`src/rtl/accumulator_pkg.sv`:
```
// Shared constants and helpers for the multi-channel accumulator.
package accumulator_pkg;

  localparam logic ACC_MODE_WRAP = 1'b0;
  localparam logic ACC_MODE_SAT  = 1'b1;

  // Widest accumulator the clamp helpers can describe.
  localparam int unsigned ACC_MAX_W = 64;

  // Largest positive two's-complement value of width w, zero-extended.
  function automatic logic [ACC_MAX_W-1:0] signed_max(input int unsigned w);
    logic [ACC_MAX_W-1:0] v;
    v = '1;
    v = v >> (ACC_MAX_W - w + 1);
    return v;
  endfunction

  // Most negative two's-complement value of width w, sign-extended.
  function automatic logic [ACC_MAX_W-1:0] signed_min(input int unsigned w);
    logic [ACC_MAX_W-1:0] v;
    v = '1;
    v = v << (w - 1);
    return v;
  endfunction

endpackage

```
`src/rtl/accumulator_sat_add.sv`:
```
// Combinational signed add of a sign-extended sample onto an accumulator,
// with overflow detection and optional saturation.
module accumulator_sat_add
  import accumulator_pkg::*;
#(
  parameter int unsigned DATA_W = 32,
  parameter int unsigned ACC_W  = 40
) (
  input  logic [ACC_W-1:0]  acc_i,
  input  logic [DATA_W-1:0] data_i,
  input  logic              mode_i,
  output logic [ACC_W-1:0]  sum_o,
  output logic              ovf_o
);

  localparam logic [ACC_W-1:0] MAX_V = ACC_W'(signed_max(ACC_W));
  localparam logic [ACC_W-1:0] MIN_V = ACC_W'(signed_min(ACC_W));

  logic [ACC_W:0] sum_full;

  always_comb begin
    sum_full = {acc_i[ACC_W-1], acc_i}
             + {{(ACC_W + 1 - DATA_W){data_i[DATA_W-1]}}, data_i};
    // Result fits in ACC_W signed bits only if the top two bits agree.
    ovf_o = sum_full[ACC_W] ^ sum_full[ACC_W-1];
    sum_o = sum_full[ACC_W-1:0];
    if (ovf_o && (mode_i == ACC_MODE_SAT)) begin
      sum_o = sum_full[ACC_W] ? MIN_V : MAX_V;
    end
  end

endmodule

```
`src/rtl/accumulator_mc.sv`:
```
// Multi-channel signed accumulator with wrap/saturate, sticky per-channel
// overflow, per-channel/global clear and a registered read port.
module accumulator_mc
  import accumulator_pkg::*;
#(
  parameter  int unsigned DATA_W        = 32,
  parameter  int unsigned ACC_W         = 40,
  parameter  int unsigned NUM_CH        = 4,
  parameter  int unsigned CLEAR_ON_READ = 0,
  localparam int unsigned CH_W          = $clog2(NUM_CH)
) (
  input  logic              i_CLK,
  input  logic              i_RESET,
  input  logic              i_ENABLE,
  input  logic [CH_W-1:0]   i_CH,
  input  logic [DATA_W-1:0] i_DATA_IN,
  input  logic              i_MODE,
  input  logic              i_CLEAR,
  input  logic              i_CLEAR_ALL,
  input  logic              i_RD_REQ,
  input  logic [CH_W-1:0]   i_RD_CH,
  output logic              o_RD_VALID,
  output logic [ACC_W-1:0]  o_RD_DATA,
  output logic              o_RD_OVF,
  output logic [NUM_CH-1:0] o_OVF
);

  logic [ACC_W-1:0]  acc_q [NUM_CH];
  logic [ACC_W-1:0]  acc_d [NUM_CH];
  logic [NUM_CH-1:0] ovf_q, ovf_d;
  logic              rd_valid_q;
  logic [ACC_W-1:0]  rd_data_q, rd_data_d;
  logic              rd_ovf_q, rd_ovf_d;

  logic [31:0]       ch_sel, rd_sel;
  logic              ch_ok, rd_ok, rd_clr;
  logic [ACC_W-1:0]  add_opnd, add_sum;
  logic              add_ovf;

  always_comb begin
    ch_sel   = 32'(i_CH);
    rd_sel   = 32'(i_RD_CH);
    ch_ok    = ch_sel < NUM_CH;
    rd_ok    = rd_sel < NUM_CH;
    rd_clr   = (CLEAR_ON_READ != 0) && i_RD_REQ && rd_ok;
    add_opnd = '0;
    // A clear-on-read of the target channel turns the add into a fresh start.
    if (ch_ok && !(rd_clr && (rd_sel == ch_sel))) begin
      add_opnd = acc_q[i_CH];
    end
  end

  accumulator_sat_add #(
    .DATA_W (DATA_W),
    .ACC_W  (ACC_W)
  ) u_sat_add (
    .acc_i  (add_opnd),
    .data_i (i_DATA_IN),
    .mode_i (i_MODE),
    .sum_o  (add_sum),
    .ovf_o  (add_ovf)
  );

  always_comb begin
    for (int unsigned c = 0; c < NUM_CH; c++) begin
      acc_d[c] = acc_q[c];
      ovf_d[c] = ovf_q[c];
      if (i_CLEAR_ALL) begin
        acc_d[c] = '0;
        ovf_d[c] = 1'b0;
      end else if (i_CLEAR && (ch_sel == c)) begin
        acc_d[c] = '0;
        ovf_d[c] = 1'b0;
      end else if (rd_clr && (rd_sel == c)) begin
        if (i_ENABLE && (ch_sel == c)) begin
          acc_d[c] = add_sum;
          ovf_d[c] = add_ovf;
        end else begin
          acc_d[c] = '0;
          ovf_d[c] = 1'b0;
        end
      end else if (i_ENABLE && (ch_sel == c)) begin
        acc_d[c] = add_sum;
        ovf_d[c] = ovf_q[c] | add_ovf;
      end
    end
  end

  always_comb begin
    rd_data_d = rd_data_q;
    rd_ovf_d  = rd_ovf_q;
    if (i_RD_REQ) begin
      rd_data_d = '0;
      rd_ovf_d  = 1'b0;
      if (rd_ok) begin
        rd_data_d = acc_q[i_RD_CH];
        rd_ovf_d  = ovf_q[i_RD_CH];
      end
    end
  end

  always_ff @(posedge i_CLK or posedge i_RESET) begin
    if (i_RESET) begin
      for (int unsigned c = 0; c < NUM_CH; c++) begin
        acc_q[c] <= '0;
      end
      ovf_q      <= '0;
      rd_valid_q <= 1'b0;
      rd_data_q  <= '0;
      rd_ovf_q   <= 1'b0;
    end else begin
      for (int unsigned c = 0; c < NUM_CH; c++) begin
        acc_q[c] <= acc_d[c];
      end
      ovf_q      <= ovf_d;
      rd_valid_q <= i_RD_REQ;
      rd_data_q  <= rd_data_d;
      rd_ovf_q   <= rd_ovf_d;
    end
  end

  assign o_RD_VALID = rd_valid_q;
  assign o_RD_DATA  = rd_data_q;
  assign o_RD_OVF   = rd_ovf_q;
  assign o_OVF      = ovf_q;

endmodule
```
`config.mk`:
```
export PLATFORM = sky130hd
export DESIGN_NAME = accumulator_mc
export DESIGN_NICKNAME = d
export VERILOG_FILES = /design/src/rtl/accumulator_pkg.sv /design/src/rtl/accumulator_sat_add.sv /design/src/rtl/accumulator_mc.sv
export SDC_FILE = /design/constraint.sdc
export NUM_CORES = 1
export LEC_CHECK = 0
export CORE_UTILIZATION = 65
export CTS_BUF_LIST = sky130_fd_sc_hd__clkbuf_8
export CTS_CLUSTER_SIZE = 40
export DETAILED_ROUTE_END_ITERATION = 8
export GPL_TIMING_DRIVEN = 0
export PLACE_DENSITY_LB_ADDON = 0.15
export RECOVER_POWER = 25
export SLEW_MARGIN = 15
export SYNTH_ARGS = -nofsm -noshare
export SYNTH_HDL_FRONTEND = slang
export SYNTH_SLANG_ARGS = --single-unit
```
`constraint.sdc`:
```
create_clock -name i_CLK -period 12.1 [get_ports i_CLK]
set_input_delay 1.815 -clock i_CLK [delete_from_list [all_inputs] [get_ports i_CLK]]
set_output_delay 1.815 -clock i_CLK [all_outputs]
set_load 0.01 [all_outputs]
```
## After elaboration in Yosys (flattened, before gate mapping)

Index checks and enable logic that the tools add are counted.

- Bits in registers: 206
- Output and inout bits: 46
- Logic and storage cells: 73

- Add/subtract/negate cells: 1
- $lt $le $gt $ge: 3
- Equal/unequal tests: 3
- Mux-type cells: 34
- Bitwise gates (word level): 7
- Reductions and logical operators: 14

Operators with widths:

| cell | count |
|---|---|
| $mux 40 | 18 |
| $bmux 40 s2 | 2 |
| $add 40x32->41 | 1 |
| $logic_not 32->1 | 1 |
| $mux 1 | 13 |
| $reduce_bool 3->1 | 4 |
| $logic_and 1x1->1 | 9 |
| $ge 3x3->1 const B | 2 |
| $not 2->3 | 2 |
| $eq 2x2->1 const B | 2 |
| $or 1x1->1 | 4 |
| $lt 2x3->1 const B | 1 |
| $bmux 1 s2 | 1 |
| $eq 2x1->1 const B | 1 |
| $xor 1x1->1 | 1 |

## Longest topological paths before layout

Gate-level depths: netlist of run 1.

- Depth after elaboration: 11
- Gate-level depth with buffers: 17
- Mapped depth without buffers: 13

## By module

A second synthesis of run 1 with hierarchy kept.

- Cells, all modules: 1,382
- Area, all modules: 12,853.6 um^2

Modules (own cells, without submodules):

| module | instances | cells an instance | area an instance (um^2) |
|---|---|---|---|
| accumulator_mc | 1 | 999 | 10,085.9 |
| accumulator_sat_add | 1 | 383 | 2,767.7 |

## Worst setup path after synthesis of run 1

No wires, ideal clock.

- Path kind: input to register
- Start: in i_CH[1]
- End: reg acc_q[114] in the netlist's numbering
- Data arrival time: 5,956 ps
- Data required time: 11,974 ps
- Setup slack: 6,018 ps
- Cell stages on the path: 16
- Cells stage by stage: clkbuf_1 > buf_1 > buf_1 > mux4_2 > ha_1 > buf_4 > nand4_1 > or3_1 > nand4b_1 > o211a_2 > o41ai_4 > xnor2_4 > nor2b_4 > nor2_1 > buf_2 > a221o_1

- Word-level cells in the longest chain between the ends: 11
- Elaborated cells between the ends (all ways): 16
- Classes of those cells: 1 x add/sub; 1 x eq/ne; 8 x mux; 2 x bitwise; 4 x reduce/logical

RTL lines:

| what | line | text |
|---|---|---|
| from (decl) | accumulator_mc.sv:15 | `input logic [CH_W-1:0] i_CH,` |
| $not 2->3 (not written as such) | accumulator_mc.sv:49 | `add_opnd = acc_q[i_CH];` |
| $bmux 40 s2 | accumulator_mc.sv:49 |  |
| $mux 40 (not written as such) (2 in series) | accumulator_mc.sv:49 |  |
| $add 40x32->41 | accumulator_sat_add.sv:23 | `+ {{(ACC_W + 1 - DATA_W){data_i[DATA_W-1]}}, data_i};` |
| $xor 1x1->1 | accumulator_sat_add.sv:25 | `ovf_o = sum_full[ACC_W] ^ sum_full[ACC_W-1];` |
| $logic_and 1x1->1 | accumulator_sat_add.sv:27 | `if (ovf_o && (mode_i == ACC_MODE_SAT)) begin` |
| $mux 40 | accumulator_sat_add.sv:27 |  |
| $mux 40 | accumulator_mc.sv:82 | `end else if (i_ENABLE && (ch_sel == c)) begin` |
| $mux 40 | accumulator_mc.sv:71 | `end else if (i_CLEAR && (ch_sel == c)) begin` |
| $mux 40 | accumulator_mc.sv:68 | `if (i_CLEAR_ALL) begin` |
| to (signal, indexed assignment) | accumulator_mc.sv:113 | `acc_q[c] <= acc_d[c];` |
| to (decl) | accumulator_mc.sv:28 | `logic [ACC_W-1:0] acc_q [NUM_CH];` |

Parallel ways exist; a longest one is shown, timed or not. The select of a mux whose other input is x is not followed.
A chain may end at the register's enable or synchronous reset.

## Final worst setup path of run 1

- Start: in i_CH[1]
- End: reg acc_q[95] in the netlist's numbering

Same word-level chain as after synthesis.

==> qor.yml, run 1 <==
drt:
  firstDrtPassIters: 5
  routed_wl_mm: 36.2
  post-route-drc-count: 0
  wl_per_cell_um: 23.5
  first_iter_violations: 1041
  via_per_inst: 6.89
  vias: 10600
  ant_nets: 0
floorplan:
  die_x_um: 141
  start_util_pct: 66.5
  core-area_um2: 18800
  die_area_um2: 19700
  io_pins: 89
  fp.dieH_um: 141
  rows: 50
yosys:
  syn-num-nets: 1252
  synth_async_sr_flop_share_pct: 100
  synth_cell_types: 74
  ys_seq_elements: 206
  syn_area_um2: 12500
  syn_avg_cell_area_um2: 10.7
  synth_edf_count: 0
  synth_flop_cell: "dfrtp_1"
  yosysSeqAreaShare_pct: 41.3
  synth_cells: 1168
  yosys_warnings: 0
sta:
  timing.setup.tns_ns: 0
  finClkSkew_ns: 0.0227
  whs_ns: 0.502
  tightest_slew_ns: 4.27
  grt_setup_unrepaired: "false"
  max_freq_ghz: 0.130
  slew_violations: 94
  period_minus_slack_ns: 7.71
  slew_headroom_pct: -186
  hold_violations: 0
  finalCritPeriodShare_pct: 63.7
  finalSetupViolCount: 0
critical_path:
  r2r_end: "acc_q[95]"
  worstPathArrival_ns: 8.11
  r2r_cells: 13
  rr_startpoint: "acc_q[16]"
  critPathLaunchType: "input pin"
  reg2reg_slack_ns: 7.64
  crit_path_end_kind: "flop"
  critical_path_class: "input pin to flop"
  critPathMaxFanout: 10
  cp.required_ns: 12.50
min_path:
  whs_endpoint: "o_RD_DATA[29]"
  min-delay-start: "o_RD_DATA[29]"
  holdPathStages: 1
  hold_class: "flop to flop"
place:
  place_area_um2: 13700
  placedCellCount: 1488
  place_congestion: 0.983
  io_buffers: 85
  dp_hpwl_mm: 24.9
layout:
  diodes: 0
  design_area_um2: 14300
  layout.cells.non_filler: 1545
  area_growth_pct: 14.7
  drive_gt1_share_pct: 17.6
  nets: 1376
  multi_input_area_um2: 6880
  regArea_um2: 5150
  fill_cells: 1314
power_and_ir_drop:
  pwr_density_cell_nw_per_um2: 112
  p_int_w: 0.00114
  combPwrFrac_pct: 16.9
  p_sw_w: 0.000466
  power_frac_clock_pct: 38.3
  sequentialPowerShare_pct: 44.9
  ir_drop_uv: 115
  switching_share_pct: 29.1
  leakage_nw: 6.46
clocking:
  numCtsBuffers: 36
  clk_latency_ns: 0.54
  clk_pin_slew_ns: 0.06
  cts.sinks: 206
  cts_resized: 0
  hold_buffers: 0
  cts_tree: "yes"
  clk_path_buf_depth: 3
  cts_setup_buffers: 0
  h-tree-depth: 2
  root_buffer: "clkbuf_8"
global_routing:
  grt_overflow_total: 0
  track_usage_pct: 38.1
  grt_pass1_vias: 10400
  grt_pass1_wl_mm: 56.9
  grt_max_degree: 114
  antenna_found_initial: 0
flow_run:
  cap_violations: 1
status:
  violations: "capacitance limit, slew limit"
  run_status: "finished, violations left"
## through the flow
step	utilization, %	setup WS (ns)	total power (W)
floorplan	-	4.66	0.000906
global placement	72.5	1.98	0.000986
detailed placement	72.7	4.15	0.000993
CTS	76.2	4.69	0.00160
global route	76.2	4.16	0.00165
finish	76.2	4.39	0.00160
## how the worst max path moves through the flow
stage	from	to	cells after the start
global route	i_CH[1]	acc_q[100]	16
CTS	i_CH[1]	acc_q[95]	16
floorplan	i_RESET	acc_q[0]	1
finish	i_CH[1]	acc_q[95]	16
global placement	i_RESET	o_RD_DATA[35]	2
detailed placement	i_CH[1]	acc_q[55]	18
## cells in the mapped netlist, drive strengths merged (4+ instances only)
library cell	instances	area (um^2)
a211oi	7	52.6
a21o	26	195
a21oi	49	245
a221o	12	120
a22o	30	263
a31oi	11	68.8
and2	6	37.5
and3	7	43.8
and4	5	43.8
buf	38	220
clkbuf	45	169
dfrtp	206	5150
ha	40	500
inv	14	52.6
mux2	41	462
mux4	81	1820
nand2	153	582
nand3	11	72.6
nand4	14	87.6
nor2	92	353
nor2b	7	51.3
nor3	11	88.8
o211ai	8	65.1
o21a	8	60.1
o21ai	148	767
o21bai	7	52.6
or2	4	25.0
or3	5	31.3
xnor2	23	228
xor2	13	114
## kinds of logic (layout without fill, tap and decap cells)
family / Yosys count / in the layout / share of synthesized area [%]
AND/OR/NAND/NOR: 328 / 328 / 12.2
XOR/XNOR: 36 / 36 / 2.74
buffers and inverters: 97 / 240 / 3.54
adder cells (fa/ha/maj): 41 / 41 / 4.17
multiplexers: 124 / 124 / 18.6
AO/OA/AOI/OAI: 336 / 336 / 17.5
flip-flops: 206 / 206 / 41.3
## routing by layer
metal	global-route usage, %	up-vias	share of wire, %
li1	-	4608	-
met1	52.0	5233	39
met2	58.3	655	46
met3	8.55	146	10
met4	18.9	0	4.4
met5	0	-	0
## registers in the layout, indices dropped and copies added, names as in the netlist
signal	flops
o_RD_DATA	40
o_RD_OVF	1
o_RD_VALID	1
acc_q	160
o_OVF	4
## power groups by stage
| stage | Clock [W] | Sequential (W) | Combinational (W) |
|---|---|---|---|
| finish | 0.000613 | 0.000719 | 0.000270 |
| global route | 0.000642 | 0.000720 | 0.000290 |
| CTS | 0.000612 | 0.000718 | 0.000265 |
| detailed placement | 0 | 0.000730 | 0.000263 |
| global placement | 0 | 0.000729 | 0.000257 |
| floorplan | 0 | 0.000730 | 0.000176 |
## worst max-delay path: stages
cell	delay, ns
clkdlybuf4s50_1	0.49
clkbuf_1	0.55
buf_1	0.58
clkbuf_1	0.83
mux4_2	0.45
ha_1	0.29
clkbuf_1	0.29
nand4_1	0.21
nor4_1	0.54
a211oi_1	0.18
o2bb2ai_1	0.38
and2_1	0.33
nand3_2	0.26
nand2_1	0.43
buf_2	0.36
o21ai_1	0.12
## cells in the final DEF (no fill, tap or decap), types with 30 or more instances in the layout
master / instances
o21ai_1: 107
mux4_2: 81
clkbuf_1: 45
ha_1: 40
clkbuf_8: 41
mux2_2: 41
clkdlybuf4s50_1: 83
o21ai_0: 34
a22o_1: 30
dfrtp_1: 206
nor2_1: 89
nand2_1: 150
a21oi_1: 49
## final cells by class
class / count / area share, %
multi-input cells: 865 / 48.1
clock buffers: 41 / 3.95
flip-flops and latches: 206 / 36.0
inverters: 14 / 0.376
clock inverters: 16 / 0.639
well taps: 234 / 2.05
repair buffers: 86 / 6.14
plain buffers: 83 / 2.72
(Power assumes the default switching activity.)
==> run 2: changes to the inputs <==
- CORE_UTILIZATION: 65 -> 56
- clock period: 12.1 -> 6.6 ns (I/O delays scaled with it)
==> qor.yml, run 2 (synthesized netlist as in run 1, its figures left out) <==
status:
  run_status: "finished, violations left"
  violations: "capacitance limit, slew limit"
floorplan:
  fp.dieH_um: 151  # +7.6%
  die_x_um: 151  # +7.6%
  core-area_um2: 21800  # +16%
  start_util_pct: 57.1  # -9.3 points
  io_pins: 89  # unchanged
  rows: 54  # +8.0%
  die_area_um2: 22900  # +16%
layout:
  layout.cells.non_filler: 1600  # +3.6%
  regMostFlops: "acc_q"
  drive_gt1_share_pct: 18.2  # +0.56 points
  diodes: 0  # unchanged
  largest_reg_flops: 160  # unchanged
  fill_cells: 1767  # +34%
  final_cell_mix: "dfrtp_1 (206), nand2_1 (150), o21ai_1 (107), nor2_1 (89), clkdlybuf4s50_1 (83)"
  regArea_um2: 5150  # unchanged
  postLayoutCoreUtil_pct: 66.0  # -10 points
  nets: 1383  # +0.51%
  area_growth_pct: 15.5
  layout_commonest_cell: "dfrtp_1"
  multi_input_area_um2: 6880  # unchanged
critical_path:
  worstPathArrival_ns: 6.71  # -1.40 ns
  crit_path_end_kind: "flop"
  cp.required_ns: 7.00  # -5.50 ns
  critPathLaunchType: "input pin"
  critical_path_class: "input pin to flop"
  critPathMaxFanout: 10  # unchanged
drt:
  wl_per_cell_um: 23.0  # -2.0%
  ant_nets: 0  # unchanged
  vias: 10300  # -2.9%
  via_per_inst: 6.46  # -6.2%
  first_iter_violations: 840  # -19%
  routed_wl_mm: 36.8  # +1.5%
  firstDrtPassIters: 6  # +1
  post-route-drc-count: 0  # unchanged
sta:
  finalCritPeriodShare_pct: 95.5
  whs_ns: 0.501  # -0.00120 ns
  finClkSkew_ns: 0.0156  # -0.00713 ns
  period_minus_slack_ns: 6.30
  slew_violations: 97  # +3.2%
  slew_headroom_pct: -21.9  # +160 points
  grt_setup_unrepaired: "false"
  max_freq_ghz: 0.159
  hold_violations: 0  # unchanged
  finalSetupViolCount: 0  # unchanged
  tightest_slew_ns: 1.83  # -2.44 ns
clocking:
  cts_setup_buffers: 0  # unchanged
  clk_latency_ns: 0.54  # about the same
  numCtsBuffers: 38  # +5.6%
  hold_buffers: 0  # unchanged
  clk_path_buf_depth: 3  # unchanged
  cts.sinks: 206  # unchanged
  root_buffer: "clkbuf_8"
  cts_tree: "yes"
  h-tree-depth: 2  # unchanged
  clk_pin_slew_ns: 0.05  # about the same
power_and_ir_drop:
  p_total_w: 0.00294  # +84%
  ir_drop_uv: 196  # +71%
  pwr_density_cell_nw_per_um2: 204  # +82%
  leakage_nw: 6.50  # +0.68%
place:
  place_congestion: 0.917  # -6.7%
  io_buffers: 85  # unchanged
  placedCellCount: 1539  # +3.4%
  dp_hpwl_mm: 26.4  # +6.0%
min_path:
  hold_class: "flop to flop"
global_routing:
  grt_pass1_vias: 10200  # -1.9%
  track_usage_pct: 33.2  # -4.9 points
  grt_max_degree: 36  # -68%
  antenna_found_initial: 0  # unchanged
  grt_overflow_total: 0  # unchanged
  grt_pass1_wl_mm: 56.4  # -0.78%
flow_run:
  cap_violations: 3  # +2
-- run 2: stage by stage --
| step | cell area [um^2] | TNS, ns | setup slack [ns] |
|---|---|---|---|
| 6_report | 14400 | 0 | 0.296 |
| 5_1_grt | 14400 | 0 | 0.0433 |
| 4_1_cts | 14500 | 0 | 0.197 |
| 3_5_place_dp | 13800 | -59.25 | -0.597 |
| 3_3_place_gp | 13700 | -59.46 | -0.596 |
| 2_1_floorplan | 12500 | 0 | 1.34 |
-- run 2: routing by layer --
metal | part of all wire (%) | GRT usage, %
met1 | 41 | 45.1
met2 | 46 | 51.3
met3 | 9.7 | 7.89
met4 | 3.6 | 13.5
met5 | 0 | 0
-- run 2: what timing repair did --
action / in CTS / in global routing
setup endpoints to repair: 40 / 78
cloned: 0 / 0
gates resized for setup: 3 / 5
-- run 2: layout make-up --
class / instances / share of cell area [%]
clock inverters: 18 / 0.547
well taps: 280 / 2.43
multi-input cells: 865 / 47.7
flip-flops and latches: 206 / 35.8
plain buffers: 83 / 2.76
inverters: 14 / 0.373
clock buffers: 43 / 4.11
repair buffers: 91 / 6.29
-- run 2: worst paths after layout --
check	cells past startpoint	slack, ns	startpoint	end
setup / recovery	15	0.30	i_CH[0]	acc_q[100]
hold / removal	1	0.50	o_RD_DATA[29]	o_RD_DATA[29]
setup reg to reg	12	2.09	acc_q[2]	acc_q[100]
hold reg to reg	1	0.50	o_RD_DATA[29]	o_RD_DATA[29]
max in group asynchronous	4	2.26	i_RESET	acc_q[84]
min in group asynchronous	2	1.14	i_RESET	o_RD_DATA[14]
-- run 2: report_power, final --
| part | switching [W] | total (W) | internal (W) | leakage (nW) |
|---|---|---|---|---|
| clock network | 0.000541 | 0.00113 | 0.000589 | 0.396 |
| logic | 0.000308 | 0.000496 | 0.000188 | 3.25 |
| registers | 0.0000218 | 0.00132 | 0.00130 | 2.86 |
| total | 0.000871 | 0.00294 | 0.00207 | 6.50 |
-- run 2: worst max-delay path: stages --
cell and delay [ns]:
clkdlybuf4s50_1 0.50, clkbuf_1 0.46, buf_1 0.69, mux4_2 0.64, ha_1 0.29, clkbuf_1 0.29
nand4_1 0.23, nor4_1 0.49, a211oi_1 0.17, o2bb2ai_1 0.42, and2_1 0.33, nand3_2 0.26
nand2_1 0.43, buf_2 0.37, o21ai_1 0.12
==> run 3: changes to the inputs <==
- CORE_MARGIN: not set -> 5
- SLEW_MARGIN: 15 -> 25
==> qor.yml, run 3 (synthesized netlist as in run 1, its figures left out) <==
status:
  run_status: "finished, violations left"
  violations: "capacitance limit, slew limit"
layout:
  final_cell_mix: "dfrtp_1 (206), nand2_1 (150), o21ai_1 (107), nor2_1 (89), clkdlybuf4s50_1 (83)"
  regMostFlops: "acc_q"
  layout_commonest_cell: "dfrtp_1"
  layout.cells.non_filler: 1611  # +0.69%
  design_area_um2: 14600  # +1.3%
  drive_gt1_share_pct: 19.2  # +1.1 points
  diodes: 0  # unchanged
  largest_reg_flops: 160  # unchanged
  postLayoutCoreUtil_pct: 66.7  # +0.67 points
  area_growth_pct: 17.1
  nets: 1385  # +0.14%
drt:
  post-route-drc-count: 0  # unchanged
  ant_nets: 0  # unchanged
  wl_per_cell_um: 23.0  # about the same
  via_per_inst: 6.41  # -0.72%
  first_iter_violations: 933  # +11%
  routed_wl_mm: 37.1  # +0.77%
  vias: 10300  # -0.039%
  firstDrtPassIters: 6  # unchanged
place:
  place_area_um2: 13800  # +0.14%
  placedCellCount: 1540  # +0.065%
  place_congestion: 0.952  # +3.8%
  io_buffers: 85  # unchanged
  dp_hpwl_mm: 26.5  # +0.48%
critical_path:
  crit_buf_inv: 5  # unchanged
  critPathSlowestCell: "buf_1"
  rr_startpoint: "acc_q[18]"
  critPathTopFamily: "buffers and inverters"
  startpoint: "i_CH[0]"
  worstPathArrival_ns: 6.78  # +0.07 ns
  cp_common_cell: "buf_2"
  critPathMaxFanout: 10  # unchanged
  critical_path_depth: 15  # unchanged
  reg2reg_slack_ns: 2.06  # -0.03 ns
  critPathLaunchType: "input pin"
  critical_path_class: "input pin to flop"
  r2r_end: "acc_q[100]"
  cp.required_ns: 7.01  # about the same
  cpPeakStageDelay_ns: 0.78  # +0.09 ns
  crit_end: "acc_q[100]"
  crit_path_end_kind: "flop"
  cp_cell_sequence: "clkdlybuf4s50_1 -> clkbuf_1 -> buf_1 -> mux4_2 -> ha_1 -> buf_2 -> a21o_1 -> o41ai_1 -> o211a_2 -> o41ai_4 -> xnor2_4 -> nand3_2 -> nand2_1 -> buf_2 -> o21ai_1"
  r2r_cells: 13  # +1
floorplan:
  io_pins: 89  # unchanged
  core-area_um2: 21900  # +0.31%
  rows: 54  # unchanged
  fp.dieH_um: 159  # +5.3%
  start_util_pct: 57.0  # -0.18 points
  die_area_um2: 25400  # +11%
  die_x_um: 159  # +5.3%
clocking:
  cts.sinks: 206  # unchanged
  clk_path_buf_depth: 3  # unchanged
  cts_tree: "yes"
  clk_latency_ns: 0.55  # about the same
  h-tree-depth: 2  # unchanged
  clk_pin_slew_ns: 0.06  # about the same
  root_buffer: "clkbuf_8"
  hold_buffers: 0  # unchanged
  numCtsBuffers: 39  # +2.6%
min_path:
  min-delay-start: "acc_q[131]"
  hold_class: "flop to flop"
power_and_ir_drop:
  sequentialPowerShare_pct: 42.0  # -2.8 points
  pwr_density_cell_nw_per_um2: 215  # +5.2%
  p_int_w: 0.00224  # +8.2%
  p_total_w: 0.00314  # +6.6%
  p_sw_w: 0.000897  # +3.0%
  leakage_nw: 6.59  # +1.3%
  power_frac_clock_pct: 42.3  # +3.9 points
  switching_share_pct: 28.6  # -1.0 points
  ir_drop_uv: 133  # -32%
  combPwrFrac_pct: 15.7  # -1.1 points
sta:
  tightest_slew_ns: 1.61  # -0.221 ns
  max_freq_ghz: 0.157  # -0.92%
  finalSetupViolCount: 0  # unchanged
  grt_setup_unrepaired: "false"
  finalCritPeriodShare_pct: 96.4  # +0.89 points
  slew_violations: 31  # -68%
  hold_violations: 0  # unchanged
  finClkSkew_ns: 0.0184  # +0.00287 ns
  period_minus_slack_ns: 6.36  # +0.0585 ns
  slew_headroom_pct: -7.17  # +15 points
global_routing:
  grt_overflow_total: 0  # unchanged
  grt_pass1_wl_mm: 59.9  # +6.2%
  track_usage_pct: 29.4  # -3.8 points
  grt_max_degree: 32  # -11%
  grt_pass1_vias: 10600  # +4.1%
  antenna_found_initial: 0  # unchanged
flow_run:
  cap_violations: 2  # -1
==> run 3: changes by cell type in the layout (fill, tap and decap cells not counted), sizes merged <==
cell and change:
bufinv +1, clkbuf +11, clkinv +1, clkinvlp +1
inv -3
==> run 3: final cells by class <==
type	count	area, um^2
Tap cell	280	350
Inverter	14	53.8
Clock buffer	53	729
Multi-Input combinational cell	865	6880
Buffer	83	399
Timing Repair Buffer	92	926
Fill cell	1744	7290
Sequential cell	206	5150
Clock inverter	18	111
==> run 3: power groups by stage <==
stage | sequential, W | clock (W) | combinational (W)
5_1_grt | 0.00132 | 0.00141 | 0.000537
3_3_place_gp | 0.00134 | 0 | 0.000476
3_5_place_dp | 0.00134 | 0 | 0.000492
6_report | 0.00132 | 0.00133 | 0.000494
2_1_floorplan | 0.00134 | 0 | 0.000323
4_1_cts | 0.00132 | 0.00134 | 0.000495
==> run 3: layer usage <==
layer / global-route usage [%] / vias up / share of wire (%)
met5: 0 / - / 0
met4: 11.3 / 0 / 3.4
met3: 5.82 / 89 / 8.5
met2: 44.9 / 524 / 46
met1: 42.0 / 5097 / 43
li1: - / 4622 / -
==> run 3: worst min-delay path, cell delays in order (launching register included) <==
cell and delay, ns:
dfrtp_1 0.35, nand2_1 0.06, o21ai_2 0.05
==> run 3: worst min-delay path by stage <==
stage                     slack (ns)  cells past startpoint             to
after CTS                       0.50                      2     acc_q[131]
after global placement          0.48                      2      acc_q[32]
after global routing            0.52                      1  o_RD_DATA[36]
after detailed placement        0.49                      2     acc_q[131]
after floorplan                 0.46                      2      acc_q[71]
final                           0.50                      2     acc_q[131]
==> run 3: repair_timing <==
item	4_1_cts	5_1_grt
pin swaps	0	0
setup buffers	0	0
endpoints found under the setup margin	40	123
resized for setup	1	7
==> run 3: stage by stage <==
| step | hold WS (ns) | TNS (ns) | setup WS, ns |
|---|---|---|---|
| finish | 0.500 | 0 | 0.237 |
| global route | 0.516 | 0 | 0.00313 |
| CTS | 0.503 | 0 | 0.00789 |
| detailed placement | 0.490 | -63.75 | -0.641 |
| global placement | 0.477 | -68.29 | -0.658 |
| floorplan | 0.461 | 0 | 1.34 |
